$ cat src/rtl/binary_mul_param_bi.sv
// ---------------------------------------------------------------------------
// binary_mul_param_bi
//
// Iterative shift-add multiplier for signed (two's-complement) or unsigned
// operands. One operand pair is accepted in IDLE. The block then retires
// BITS_PER_CYCLE multiplier bits per enabled clock in RUN. The finished
// 2*WIDTH-bit product is held in DONE until the consumer takes it.
//
// Handshake: a transfer happens on a rising edge where en=1 and both valid
// and ready are high. This applies to in_valid/in_ready on the input side
// and to out_valid/out_ready on the output side. valid never depends on
// ready in the same cycle, and en=0 blocks every transfer.
//
// Optional feature (macro BINARY_MUL_ACC_EN): adds input 'acc'. It is sampled
// at accept. acc=1 makes the result P_prev + A*B modulo 2^(2*WIDTH).
//
// Ports
//   clk          in   clock, rising edge
//   rst_n        in   asynchronous active-low reset
//   en           in   global clock enable (0 freezes all state)
//   in_valid     in   A, B, signed_mode presented
//   in_ready     out  block can accept operands (IDLE only)
//   A            in   [WIDTH-1:0] multiplicand
//   B            in   [WIDTH-1:0] multiplier
//   signed_mode  in   1 = two's-complement, 0 = unsigned
//   P            out  [2*WIDTH-1:0] registered product
//   out_valid    out  P holds a finished result (DONE)
//   out_ready    in   consumer takes P
//   busy         out  high in RUN and DONE
//   acc          in   (BINARY_MUL_ACC_EN only) accumulate into previous P
//   dbg_state    out  [1:0] current FSM state (0 IDLE, 1 RUN, 2 DONE)
// ---------------------------------------------------------------------------
module binary_mul_param_bi #(
  parameter int WIDTH          = 14,
  parameter int BITS_PER_CYCLE = 1
) (
  input  logic                 clk,
  input  logic                 rst_n,
  input  logic                 en,
  input  logic                 in_valid,
  output logic                 in_ready,
  input  logic [WIDTH-1:0]     A,
  input  logic [WIDTH-1:0]     B,
  input  logic                 signed_mode,
  output logic [2*WIDTH-1:0]   P,
  output logic                 out_valid,
  input  logic                 out_ready,
  output logic                 busy,
`ifdef BINARY_MUL_ACC_EN
  input  logic                 acc,
`endif
  output logic [1:0]           dbg_state
);

  // -------------------------------------------------------------------------
  // Parameter legality, checked at elaboration
  // -------------------------------------------------------------------------
  if (WIDTH < 4 || WIDTH > 32) begin : g_bad_width
    $error("binary_mul_param_bi: WIDTH must be in 4..32");
  end
  if (BITS_PER_CYCLE != 1 && BITS_PER_CYCLE != 2) begin : g_bad_bpc
    $error("binary_mul_param_bi: BITS_PER_CYCLE must be 1 or 2");
  end
  if ((WIDTH % BITS_PER_CYCLE) != 0) begin : g_bad_div
    $error("binary_mul_param_bi: WIDTH must be divisible by BITS_PER_CYCLE");
  end

  localparam int PW    = 2 * WIDTH;
  localparam int NITER = WIDTH / BITS_PER_CYCLE;
  localparam int CW    = $clog2(NITER + 1);

  typedef enum logic [1:0] {
    S_IDLE = 2'd0,
    S_RUN  = 2'd1,
    S_DONE = 2'd2
  } state_t;

  state_t          state_q, state_d;
  logic [CW-1:0]   cnt_q, cnt_d;
  logic [PW-1:0]   mcand_q, mcand_d;   // multiplicand, extended, shifted left
  logic [WIDTH-1:0] mplier_q, mplier_d; // multiplier, shifted right
  logic            sign_q, sign_d;
  logic [PW-1:0]   sum_q, sum_d;       // running partial-product sum
  logic [PW-1:0]   p_q, p_d;

  logic            accept;
  logic            last_iter;
  logic [PW-1:0]   partial;
  logic [PW-1:0]   sum_next;
  logic            acc_sel;

`ifdef BINARY_MUL_ACC_EN
  assign acc_sel = acc;
`else
  assign acc_sel = 1'b0;
`endif

  assign accept    = en && in_valid && (state_q == S_IDLE);
  assign last_iter = (cnt_q == CW'(1));

  // -------------------------------------------------------------------------
  // FSM: state register
  // -------------------------------------------------------------------------
  always_ff @(posedge clk or negedge rst_n) begin
    if (!rst_n) begin
      state_q <= S_IDLE;
    end else begin
      state_q <= state_d;
    end
  end

  // -------------------------------------------------------------------------
  // FSM: next-state logic
  // -------------------------------------------------------------------------
  always_comb begin
    state_d = state_q;
    case (state_q)
      S_IDLE: if (accept)                state_d = S_RUN;
      S_RUN:  if (en && last_iter)       state_d = S_DONE;
      S_DONE: if (en && out_ready)       state_d = S_IDLE;
      default:                           state_d = S_IDLE;
    endcase
  end

  // -------------------------------------------------------------------------
  // FSM: outputs (in_ready reflects state even while en=0)
  // -------------------------------------------------------------------------
  always_comb begin
    in_ready  = (state_q == S_IDLE);
    busy      = (state_q == S_RUN) || (state_q == S_DONE);
    out_valid = (state_q == S_DONE);
    dbg_state = state_q;
    P         = p_q;
  end

  // -------------------------------------------------------------------------
  // Partial product for the bits retired this iteration.
  // In signed mode the multiplier MSB carries weight -2^(WIDTH-1). That bit
  // sits at position BITS_PER_CYCLE-1 on the final iteration, so its term is
  // subtracted instead of added. The multiplicand is already sign-extended,
  // so a negative A needs no special case.
  // -------------------------------------------------------------------------
  always_comb begin
    partial = '0;
    for (int k = 0; k < BITS_PER_CYCLE; k++) begin
      if (mplier_q[k]) begin
        if (sign_q && last_iter && (k == BITS_PER_CYCLE - 1)) begin
          partial = partial - (mcand_q << k);
        end else begin
          partial = partial + (mcand_q << k);
        end
      end
    end
    sum_next = sum_q + partial;
  end

  // -------------------------------------------------------------------------
  // Datapath next-state
  // -------------------------------------------------------------------------
  always_comb begin
    cnt_d    = cnt_q;
    mcand_d  = mcand_q;
    mplier_d = mplier_q;
    sign_d   = sign_q;
    sum_d    = sum_q;
    p_d      = p_q;

    if (accept) begin
      cnt_d    = CW'(NITER);
      mcand_d  = {{WIDTH{signed_mode & A[WIDTH-1]}}, A};
      mplier_d = B;
      sign_d   = signed_mode;
      // Accumulation seeds the sum with the current product register, so the
      // wrap modulo 2^(2*WIDTH) falls out of the adder width.
      sum_d    = acc_sel ? p_q : '0;
    end else if (en && (state_q == S_RUN)) begin
      cnt_d    = cnt_q - CW'(1);
      mcand_d  = mcand_q << BITS_PER_CYCLE;
      mplier_d = mplier_q >> BITS_PER_CYCLE;
      sum_d    = sum_next;
      if (last_iter) begin
        p_d = sum_next;
      end
    end
  end

  // -------------------------------------------------------------------------
  // Datapath registers
  // -------------------------------------------------------------------------
  always_ff @(posedge clk or negedge rst_n) begin
    if (!rst_n) begin
      cnt_q    <= '0;
      mcand_q  <= '0;
      mplier_q <= '0;
      sign_q   <= 1'b0;
      sum_q    <= '0;
      p_q      <= '0;
    end else begin
      cnt_q    <= cnt_d;
      mcand_q  <= mcand_d;
      mplier_q <= mplier_d;
      sign_q   <= sign_d;
      sum_q    <= sum_d;
      p_q      <= p_d;
    end
  end

endmodule

$ cat config.mk
export PLATFORM = sky130hd
export DESIGN_NAME = binary_mul_param_bi
export DESIGN_NICKNAME = d
export VERILOG_FILES = /design/src/rtl/binary_mul_param_bi.sv
export SDC_FILE = /design/constraint.sdc
export NUM_CORES = 1
export LEC_CHECK = 0
export BUFFER_PORTS_ARGS = -buffer_cell sky130_fd_sc_hd__buf_2
export CORE_ASPECT_RATIO = 1.5
export CORE_MARGIN = 5
export CORE_UTILIZATION = 41
export DETAILED_ROUTE_END_ITERATION = 6
export HOLD_SLACK_MARGIN = 0.08
export PLACE_DENSITY = 0.64
export SETUP_SLACK_MARGIN = 0.02
export SYNTH_ARGS = -nofsm -noshare
export SYNTH_HDL_FRONTEND = slang
export SYNTH_SLANG_ARGS = --single-unit
export TNS_END_PERCENT = 1
$ cat constraint.sdc
create_clock -name clk -period 7.5 [get_ports clk]
set_input_delay 0.75 -clock clk [delete_from_list [all_inputs] [get_ports clk]]
set_output_delay 0.75 -clock clk [all_outputs]
set_load 0.05 [all_outputs]
==> Word level (Yosys, flattened, before mapping) <==
Cells that the tools add are included.
W data, S select, Z words.
{ "classes": {"addsub": 3, "muxes": 14, "n_eq_ne": 6, "reduce_logical": 11, "bitwise": 2} }
{ "op_table": {"columns": ["op", "n"], "rows": [
  ["$mux W28", 6],
  ["$add A28 B28 Y28", 1],
  ["$mux W14", 2],
  ["$sub A1 B28 Y28 const A", 1],
  ["$mux W4", 2],
  ["$logic_and A1 B1 Y1", 6],
  ["$mux W2", 3],
  ["$pmux W2 S3", 1],
  ["$reduce_and A3 Y1", 2],
  ["$eq A4 B1 Y1 const B", 1],
  ["$ne A2 B1 Y1 const B", 2],
  ["$sub A4 B1 Y4 const B", 1],
  ["$eq A2 B1 Y1 const B", 1],
  ["$eq A2 B2 Y1 const B", 1],
  ["$logic_not A2 Y1", 1],
  ["$ne A2 B2 Y1 const B", 1],
  ["$reduce_bool A2 Y1", 1],
  ["$and A1 B1 Y1", 1],
  ["$logic_or A1 B1 Y1", 1],
  ["$not A1 Y1", 1]
]} }
{ "word_totals": {"in_bits": 34, "elab_cells": 43, "out_inout_bits": 33, "register_bits": 105} }

==> Longest topological paths before layout <==
Gate-level depths: netlist of run 1.
{ "depth": {"depth_word": 7, "ltp_mapped": 19} }

==> Worst setup path after synthesis of run 1 <==
No wires, ideal clock.
{ "synth_timing": {"path_type": "register to register", "from": "register mcand_q[9]", "to": "register sum_q[27]", "path_stages_with_launch": 17, "synth_period_minus_slack_ps": 4185, "setup_ps": 78, "arrival_time_ps": 4107, "setup_slack_ps": 3315, "path_cell_list": "dfrtp_1 -> buf_6 -> or4_4 -> nor4b_2 -> a21oi_1 -> or3_1 -> and3_1 -> ha_1 -> clkbuf_1 -> and4_1 -> and2_1 -> and3_1 -> o211a_1 -> o21ai_0 -> nor3b_1 -> or4_1 -> a21oi_1"} }
{ "synth_between": {"elab_chain_cells": 6} }
{ "synth_rtl": {"columns": ["item", "line", "source"], "rows": [
  ["from (decl)", "80", "logic [PW-1:0] mcand_q, mcand_d;"],
  ["from (signal assigned)", "200", "mcand_q <= mcand_d;"],
  ["$sub A1 B28 Y28", "148", "partial = partial - (mcand_q << k);"],
  ["$mux W28 (*)", "147", "if (sign_q && last_iter && (k == BITS_PER_CYCLE - 1)) begin"],
  ["$mux W28 (*)", "146", "if (mplier_q[k]) begin"],
  ["$add A28 B28 Y28 (*)", "154", "sum_next = sum_q + partial;"],
  ["$mux W28 (*)", "176", "end else if (en && (state_q == S_RUN)) begin"],
  ["$mux W28 (*)", "168", "if (accept) begin"],
  ["to (signal assigned)", "203", "sum_q <= sum_d;"],
  ["to (decl)", "83", "logic [PW-1:0] sum_q, sum_d;"]
]} }
Mark *: on every way between the ends. The rest lies on a longest branch, timed or not. The select of a mux whose other input is x is not followed.
A chain may end at the register's enable or synchronous reset.

==> Worst setup path after layout of run 1 <==
{ "layout_timing": {"from": "register cnt_q[1]", "to": "register sum_q[24]"} }
{ "layout_between": {"elab_chain_cells": 7} }
{ "layout_rtl": {"columns": ["item", "line", "source"], "rows": [
  ["from (decl)", "79", "logic [CW-1:0] cnt_q, cnt_d;"],
  ["from (signal assigned)", "199", "cnt_q <= cnt_d;"],
  ["$eq A4 B1 Y1", "99", "assign last_iter = (cnt_q == CW'(1));"],
  ["$logic_and A1 B1 Y1", "147", null],
  ["$mux W28", "147", null],
  ["$mux W28", "146", null],
  ["$add A28 B28 Y28", "154", null],
  ["$mux W28", "176", null],
  ["$mux W28", "168", null]
]} }
Every way passes these cells. The select of a mux whose other input is x is not followed.

==> results.md, run 1 <==
- Post-CTS Resized: 0
- Die footprint: 18,900 um^2
- Largest fanout on the critical path: 21
- Net Count, Synth: 869
- CP Launch Type: flop
- HPWL after DPL: 11,400 um
- Req. time, crit path: 7.74 ns
- I/O Buffers: 66
- Fin crit period: 4.72 ns
- Vias: 5,657
- Slew Viols, Final: 0
- Most frequent cells in the layout: 151 x nand2_1, 105 x dfrtp_1, 74 x nor2_1
- Setup crit start: cnt_q[1]
- Worst Reg-to-Reg Cells: 15
- Mapped cell area: 6650 um^2
- Initial DRC Count: 273
- CP delay by family, top: simple AND/OR/NAND/NOR gates
- Worst Path Arrival: 4.95 ns
- Busiest layer in global routing: met2
- Initial core utilization: 0.414
- Max VDD drop: 0.134 mV
- Seq/Total Area, Yosys: 0.395
- Global route total overflow: 0
- Tot GR Track Use: 0.170
- Synthesis Warnings: 0
- Count of filler cells inserted in the layout: 1,632
- Met1 Use GR: 0.219
- Seq. cell area: 2630 um^2
- Die height: 166 um
- F_max: 212 MHz
- Final Skew: 0.0166 ns
- Syn Inst Count: 800
- Yosys reg bits: 105
- Drc violations: 0
- Largest cells by area after synthesis: dfrtp_1 40%, nand2_1 8.6%, ha_1 6.4%
- Maximum number of pins on one net before global-route repair: 79
- PwrDens: 419 nW/um^2
- Initial antenna violation count: 0
- Clock-pin slew on the worst setup and hold paths: 0.08 ns
- Via/cell ratio: 5.40
- Hold buffers post-CTS: 0
- CP Cell Sequence: inv_1 -> ha_1 -> nor3b_1 -> nand2_1 -> or3_1 -> a21boi_0 -> ha_1 -> nor2b_1 -> o2111ai_1 -> a211oi_1 -> nor3_1 -> o21ai_0 -> a211oi_1 -> xor2_1 -> o21ai_0
- FF-to-FF Start: cnt_q[1]
- Crit end category: flop
- Most common cell after layout, fill and taps aside: nand2_1
- Critical path buffers and inverters: 1
- Endpoints failing setup: 0
- WL/cell: 15.3 um
- Core area: 16,000 um^2
- Status: finished, final reports clean
- Worst slew margin: 0.218
- Worst reg-to-reg setup slack: 2.78 ns
- Setup Crit Path Kind: reg -> reg
- M2 GR Usage: 0.283
- Fin crit share: 0.629
- Final Hold Slack: 0.412 ns
- CTS Buf Count: 9
- # rows: 57
- Clk Latency, worst-skew pair: 0.36 ns
- Worst path max stage delay: 0.50 ns
- Leak: 3.55 nW
- Setup_tns: 0 ns
- Total wire length: 16,000 um
- Post-synth EDFFs: 0
- Top_reg_cell synth: dfrtp_1
- Setup Fix Bufs, Post-CTS: 0
- Root Buffer: clkbuf_16
- Nets: 905
- Share of cells above drive strength 1: 0.132
- Max_cap viols: 0
- DR pass1 iterations: 4
- Worst setup endpoint: sum_q[24]
- Final hold viol count: 0
- Number of H-tree levels: 3
- Unique masters post-synth: 54
- GP Congestion: 0.920
- RSZ-0062 raised after global routing: false
- CP max stage cell: nand2_1
- Worst-margin pin slew: 1.17 ns
- Antenna cells: 0
- GR Layer Usage met3: 0.0168
- Area grow syn2layout: 11.5%
- Post-synth top area cell: dfrtp_1
- CTS tree: yes
- Ports: 67
- Area of the multi-input gates: 3770 um^2
- Vias in the first global route: 5,538
- Ys async rst share: 1.00
- Final ANT Viol Nets: 0
- Synthesized area per cell: 8.31 um^2
- First-pass GRT wire length: 26,600 um
- Min-Delay Path Class: in -> async
- Critical Path Stages: 15
- Yosys top cell area share: 0.395
- Die X: 114 um
- CTS sink count: 105
- Reg-to-reg endpoint: sum_q[24]
- Max Buffers Root-to-Sink: 2
[sequential cells by signal, summed over array words and instances, names as in the netlist]
| name | cells |
|---|---|
| P | 28 |
| mcand_q | 28 |
| sum_q | 28 |
| mplier_q | 14 |
| cnt_q | 4 |
| dbg_state | 2 |
| sign_q | 1 |
[worst reg2reg max path, stage by stage, from the launching register on]
cell and delay (ns):
dfrtp_1 0.40, inv_1 0.08, ha_1 0.15, nor3b_1 0.46, nand2_1 0.50, or3_1 0.46
a21boi_0 0.18, ha_1 0.29, nor2b_1 0.16, o2111ai_1 0.23, a211oi_1 0.12, nor3_1 0.45
o21ai_0 0.35, a211oi_1 0.43, xor2_1 0.24, o21ai_0 0.11
[area by class of cell]
cell class / instances / area share
well taps: 206 / 0.0348
flip-flops and latches: 105 / 0.355
repair buffers: 72 / 0.0510
clock inverters: 5 / 0.00827
multi-input cells: 629 / 0.509
clock buffers: 11 / 0.0328
inverters: 19 / 0.00962
[stage by stage]
| stage | total power, W | cells | util | area [um^2] | setup WS (ns) |
|---|---|---|---|---|---|
| final | 0.00310 | 1047 | 0.462 | 7410 | 2.78 |
| after floorplan | 0.00222 | 800 | - | 6650 | 3.31 |
| after global routing | 0.00336 | 1047 | 0.462 | 7410 | 2.38 |
| after detailed placement | 0.00262 | 1031 | 0.443 | 7110 | 2.80 |
| after global placement | 0.00259 | 1031 | 0.443 | 7110 | 3.00 |
| after CTS | 0.00312 | 1047 | 0.462 | 7410 | 2.78 |
[how the worst min path moves through the flow]
stage,start,to
2_1_floorplan,rst_n,P[0]
3_3_place_gp,P[8],P[8]
3_5_place_dp,P[24],P[24]
4_1_cts,rst_n,mplier_q[10]
5_1_grt,rst_n,mplier_q[10]
6_report,rst_n,mplier_q[10]
[cells by family (layout without fill, tap and decap cells)]
logic type,Yosys count,count (layout),synth area share
simple gates,322,322,0.223
compound gates,211,211,0.190
flops,105,105,0.395
buf+inv,66,107,0.0384
xor+xnor,46,46,0.0606
fa+ha+maj,35,35,0.0670
mux,15,15,0.0258
[power breakdown]
group / switching, W / internal, W
clock network: 0.000221 / 0.000271
logic: 0.00101 / 0.000613
registers: 0.000214 / 0.000772
[cell usage after synthesis (all sizes together) (2+ instances only)]
cell	count
xnor2	20
a22oi	5
nor3	11
xor2	26
inv	19
o21bai	4
or4	3
nor2b	9
a21o	13
o21a	2
a21boi	5
a21oi	72
a311oi	2
nand2	152
a31oi	38
o21ai	45
o31ai	6
clkbuf	39
nor4	5
or3	7
ha	34
nor2	74
buf	8
mux2	14
and3	10
nand4	6
a211oi	5
nor3b	4
and4	2
nand3	8
o211ai	4
and2	26
dfrtp	105
o41ai	2
[per-layer routing]
metal	share of wire	up-vias	wire [um]
met5	0	-	0
met4	0.033	0	522
met3	0.033	32	533
met2	0.49	118	7820
met1	0.45	2658	7130
li1	-	2849	-
Power figures use the tool's default switching activity.
==> inputs of run 2 (changes only) <==
--- a/config.mk
+++ b/config.mk
@@ -11,7 +11,7 @@
 export CORE_UTILIZATION = 41
 export DETAILED_ROUTE_END_ITERATION = 6
 export HOLD_SLACK_MARGIN = 0.08
-export PLACE_DENSITY = 0.64
+export PLACE_DENSITY = 0.66
 export SETUP_SLACK_MARGIN = 0.02
 export SYNTH_ARGS = -nofsm -noshare
 export SYNTH_HDL_FRONTEND = slang
==> constraint.sdc (replaced) <==
create_clock -name clk -period 3.85 [get_ports clk]
set_input_delay 0.385 -clock clk [delete_from_list [all_inputs] [get_ports clk]]
set_output_delay 0.385 -clock clk [all_outputs]
set_load 0.05 [all_outputs]
==> run 2 against run 1 <==
  * Worst hold slack worse by 0.25 ns
  * Non-clock buffer count grew 73
  * Combinational power is 140% higher
  * The run now ends with negative setup slack left
  * First-iteration DRC count increased by 11%
  * Highest routed layer unchanged
  * Worst setup slack worse by 2.8 ns
  * Critical endpoint is now sum_q[27]
==> results.md, run 2 (synthesis results as in run 1) <==
- Status: finished with violations
- Failing checks: negative setup slack
- Part of the power in registers: 0.277
- Initial core utilization: 0.414
- Vias in the first global route: 5,584
- Endpoints failing setup: 1
- F_max: 259 MHz
- Placed cell count: 1,099
- Crit end category: flop
- # rows: 57
- Root Buffer: clkbuf_16
- Total wire length: 16,600 um
- Final WS setup: -0.00926 ns
- CTS tree: yes
- Busiest layer in global routing: met2
- Final Hold Slack: 0.165 ns
- Clock network power share: 0.141
- GP Congestion: 0.916
- Count of filler cells inserted in the layout: 1,528
- Max_cap viols: 0
- Non-filler cells, final: 1,120
- Area of the multi-input gates: 4000 um^2
- I/O Buffers: 66
- Ports: 67
- Worst slew margin: 0.359
- CTS sink count: 105
- WL/cell: 14.9 um
- RSZ-0062 raised after global routing: true
- Leak: 3.94 nW
- CP delay by family, top: simple AND/OR/NAND/NOR gates
- Worst Path Arrival: 4.14 ns
- Min-Delay Path Class: in -> async
- Slew Viols, Final: 0
- HPWL after DPL: 12,100 um
- Fin crit period: 3.86 ns
- Share of cells above drive strength 1: 0.235
- Most frequent cells in the layout: 150 x nand2_1, 105 x dfrtp_1, 80 x buf_4
- Internal Power: 0.00372 W
- Final instance area: 8190 um^2
- Net Sw Frac: 0.449
- Tot GR Track Use: 0.175
- Die X: 114 um
- First-pass GRT wire length: 27,200 um
- Worst-margin pin slew: 0.961 ns
- Setup Crit Path Kind: reg -> reg
- DR pass1 iterations: 5
- CP max stage cell: or4_1
- PwrDens: 826 nW/um^2
- Core area: 16,000 um^2
- Final ANT Viol Nets: 0
- GR Layer Usage met3: 0.0222
- M2 GR Usage: 0.300
- CP Cell Sequence: nor4_4 -> buf_4 -> nand3b_1 -> nor4_4 -> nand2_2 -> o41ai_4 -> xnor2_1 -> and2_1 -> ha_4 -> and3_4 -> and2_1 -> and3_1 -> o211a_1 -> o21ai_2 -> nor3b_2 -> or4_1 -> a21oi_2
- Psw: 0.00303 W
- Global route total overflow: 0
- Most common cell after layout, fill and taps aside: nand2_1
- Final hold viol count: 0
- Initial antenna violation count: 0
- Fin crit share: 1.00
- Maximum number of pins on one net before global-route repair: 77
- FF-to-FF Start: mcand_q[5]
- Max Buffers Root-to-Sink: 2
- Req. time, crit path: 4.13 ns
- Met1 Use GR: 0.226
- Die height: 166 um
- Hold buffers post-CTS: 0
- Nets: 978
- Worst reg-to-reg setup slack: -0.009 ns
- Seq. cell area: 2630 um^2
- Reg-to-reg endpoint: sum_q[27]
- Critical path buffers and inverters: 1
- Initial DRC Count: 303
- Number of H-tree levels: 3
- Drc violations: 0
- Antenna cells: 0
- CTS Buf Count: 9
- Cell Area, Placed: 7650 um^2
- Clock-pin slew on the worst setup and hold paths: 0.08 ns
- Area grow syn2layout: 23.2%
- Final Skew: 0.0130 ns
- Max VDD drop: 0.303 mV
- Vias: 5,943
- Worst Reg-to-Reg Cells: 17
- Clk Latency, worst-skew pair: 0.36 ns
- Part of the power in combinational logic: 0.582
- Worst path max stage delay: 0.50 ns
- CP Launch Type: flop
- Largest fanout on the critical path: 4
- Die footprint: 18,900 um^2
- Via/cell ratio: 5.31
==> run 2: cell count changes in the layout (fill, tap and decap cells not counted), sizes merged <==
cell / delta
inv: +1
clkinv: -1
buf: +73
==> run 2: per-layer routing <==
metal,wire length (um),share of wire,vias up
met2,8440,0.51,100
met5,0,0,-
met3,430,0.026,29
met1,7300,0.44,2817
li1,-,-,2997
met4,473,0.028,0
==> run 2: layout make-up <==
| cell class | count | share of cell area |
|---|---|---|
| flip-flops and latches | 105 | 0.321 |
| multi-input cells | 629 | 0.489 |
| inverters | 19 | 0.00871 |
| clock buffers | 11 | 0.0297 |
| clock inverters | 5 | 0.00749 |
| repair buffers | 145 | 0.113 |
| well taps | 206 | 0.0315 |
==> run 2: how the worst max path moves through the flow <==
stage	from	depth (start not counted)	endpoint
floorplan	mcand_q[9]	16	sum_q[27]
global placement	mcand_q[5]	15	sum_q[27]
detailed placement	mcand_q[5]	15	sum_q[27]
CTS	mcand_q[1]	16	sum_q[27]
global route	mcand_q[5]	17	sum_q[24]
finish	mcand_q[5]	17	sum_q[27]
==> run 2: timing repair <==
action / in CTS / in global routing
buffers inserted: 1 / 4
pin swaps: 6 / 14
setup endpoints to repair: 10 / 22
gates resized for setup: 5 / 33
==> run 2: through the flow <==
stage                     worst slack (ns)  setup TNS [ns]  utilization  power (W)
after floorplan                     0.0153               0            -    0.00439
after global placement             -0.0122         -0.0122        0.477    0.00552
after detailed placement            -0.106          -0.109        0.477    0.00558
after CTS                          -0.0112         -0.0112        0.498    0.00659
after global routing                -0.226           -1.77        0.510    0.00733
final                             -0.00926        -0.00926        0.510    0.00676
==> run 2: power groups by stage <==
stage	sequential, W	combinational [W]	clock (W)
final	0.00187	0.00393	0.000955
after floorplan	0.00194	0.00245	0
after detailed placement	0.00186	0.00372	0
after global routing	0.00194	0.00438	0.00102
after CTS	0.00185	0.00376	0.000970
after global placement	0.00185	0.00366	0
==> inputs of run 3 (changes only) <==
--- a/config.mk
+++ b/config.mk
@@ -11,7 +11,7 @@
 export CORE_UTILIZATION = 41
 export DETAILED_ROUTE_END_ITERATION = 6
 export HOLD_SLACK_MARGIN = 0.08
-export PLACE_DENSITY = 0.66
+export PLACE_DENSITY = 0.64
 export SETUP_SLACK_MARGIN = 0.02
 export SYNTH_ARGS = -nofsm -noshare
 export SYNTH_HDL_FRONTEND = slang
==> constraint.sdc (replaced) <==
create_clock -name clk -period 3.7 [get_ports clk]
set_input_delay 0.37 -clock clk [delete_from_list [all_inputs] [get_ports clk]]
set_output_delay 0.37 -clock clk [all_outputs]
set_load 0.05 [all_outputs]
==> run 3 against run 2 <==
  * The flow still finishes with violations (negative setup slack)
  * Critical path depth shrank 2
  * Maximum frequency rose by 0.84%
  * Worst hold slack got worse by 0.017 ns
  * First-iteration DRC count decreased by 3.6%
  * Clock-buffer cell count decreased by 1
  * Combinational power is 9.2% higher
  * Register-to-register slack got worse by 0.12 ns
  * Final area is 2.2% higher
  * Sequential share of layout area shrank 0.68 points
  * Clock skew rose by 0.00084 ns
  * Worst setup slack worse by 0.12 ns
  * Highest routed layer unchanged
==> results.md, run 3 (synthesis results as in run 1) <==
- Final Util: 0.521
- Vias: 6,088
- Final WS setup: -0.127 ns
- Slew Viols, Final: 0
- Endpoints failing setup: 3
- CP Cell Sequence: or4_4 -> nor4_4 -> buf_4 -> a21oi_1 -> xor2_1 -> and2_1 -> ha_1 -> a21o_1 -> a311o_1 -> a21o_1 -> nand2_2 -> a21oi_2 -> a311oi_2 -> xor2_1 -> o21ai_0
- Setup Crit Path Kind: reg -> reg
- Tot GR Track Use: 0.185
- RSZ-0062 raised after global routing: true
- Max_cap viols: 0
- Final Skew: 0.0139 ns
- Maximum number of pins on one net before global-route repair: 74
- Max VDD drop: 0.316 mV
- Req. time, crit path: 3.92 ns
- Area grow syn2layout: 25.8%
- Status: finished with violations
- Worst slew margin: 0.380
- Highest routed layer: met4
- Failing checks: negative setup slack
- Worst-margin pin slew: 0.931 ns
- HPWL after DPL: 12,600 um
- Nets: 1,002
- Die height: 166 um
- Vias in the first global route: 5,982
- Drc violations: 0
- GP Congestion: 0.880
- Initial antenna violation count: 0
- Global route total overflow: 0
- Share of cells above drive strength 1: 0.270
- Final total power: 0.00716 W
- Clk Latency, worst-skew pair: 0.36 ns
- Largest fanout on the critical path: 4
- Fin crit period: 3.83 ns
- PwrDens: 856 nW/um^2
- Critical path buffers and inverters: 1
- Initial DRC Count: 292
- Clock-pin slew on the worst setup and hold paths: 0.08 ns
- Wire length on met2: 8800 um
- Met3 wire len: 568 um
- CP Launch Type: flop
- Crit end category: flop
- I/O Buffers: 66
- Fin crit share: 1.03
- Final Hold Slack: 0.148 ns
- Core area: 16,000 um^2
- Antenna cells: 0
- Worst path max stage delay: 0.58 ns
- Most frequent cells in the layout: 149 x nand2_1, 105 x dfrtp_1, 104 x buf_4
- CTS Buf Count: 9
- Leak: 4.05 nW
- Initial core utilization: 0.414
- CTS sink count: 105
- # rows: 57
- Final ANT Viol Nets: 0
- Via/cell ratio: 5.32
- M1 WL: 7370 um
- Root Buffer: clkbuf_16
- Number of H-tree levels: 3
- Die X: 114 um
- CP max stage cell: or4_4
- Ports: 67
- Max Buffers Root-to-Sink: 2
- Final hold viol count: 0
- Min-Delay Path Class: in -> async
- CTS tree: yes
- WL/cell: 14.9 um
- Most common cell after layout, fill and taps aside: nand2_1
- Die footprint: 18,900 um^2
- F_max: 261 MHz
- Pre-CTS setup slack: -0.235 ns
- First-pass GRT wire length: 29,000 um
- Total wire length: 17,000 um
- DR pass1 iterations: 5
- Worst Path Arrival: 4.05 ns
- CP delay by family, top: compound AO/OA/AOI/OAI gates
-- run 3: cell types whose count changed in the layout (fill, tap and decap cells not counted), moves of 3 or more --
| cell | previous run | this run |
|---|---|---|
| ha_2 | 1 | 4 |
| a21oi_2 | 6 | 9 |
| a21oi_1 | 66 | 63 |
| ha_4 | 6 | 3 |
| buf_4 | 80 | 104 |
-- run 3: cell type report --
cell class	instances	area, um^2
Timing Repair Buffer	169	1110
Clock inverter	6	50.0
Sequential cell	105	2630
Inverter	19	71.3
Multi-Input combinational cell	629	4010
Tap cell	206	258
Clock buffer	10	239
Fill cell	1553	7680
-- run 3: through the flow --
step | instances | cell area, um^2 | setup TNS [ns]
floorplan | 800 | 6690 | -0.231
global placement | 1127 | 7860 | -1.30
detailed placement | 1127 | 7860 | -1.92
CTS | 1144 | 8250 | -0.578
global route | 1144 | 8360 | -3.67
finish | 1144 | 8360 | -0.309
-- run 3: final timing paths --
path	from	to	slack (ns)	cells past startpoint
setup / recovery	mcand_q[9]	sum_q[26]	-0.13	15
hold / removal	rst_n	mplier_q[9]	0.15	1
setup reg to reg	mcand_q[9]	sum_q[26]	-0.13	15
hold reg to reg	P[19]	P[19]	0.47	2
max in group asynchronous	rst_n	sum_q[8]	2.75	2
min in group clk	B[13]	mplier_q[13]	0.20	3
-- run 3: metal layers --
metal	vias to the layer above	GRT usage
met5	-	0
li1	3043	-
met4	0	0.0625
met1	2932	0.235
met3	19	0.0244
met2	94	0.320
-- run 3: timing repair --
item	in CTS	in global routing
setup buffers	1	0
hold buffers	0	0
hold endpoints to repair	0	0
resized for setup	18	32
endpoints found under the setup margin	26	29
pin swaps	8	11
-- run 3: worst reg2reg max path: stages, from the launching register on --
cell and delay (ns):
dfrtp_1 0.38, or4_4 0.58, nor4_4 0.33, buf_4 0.20, a21oi_1 0.08, xor2_1 0.14
and2_1 0.17, ha_1 0.30, a21o_1 0.19, a311o_1 0.36, a21o_1 0.19, nand2_2 0.08
a21oi_2 0.06, a311oi_2 0.23, xor2_1 0.27, o21ai_0 0.14
-- run 3: report_power, final --
group	switching, W	leakage (nW)	total, W	internal, W
combinational	0.00240	2.60	0.00429	0.00189
sequential	0.000355	1.32	0.00192	0.00156
clock	0.000463	0.136	0.000946	0.000483
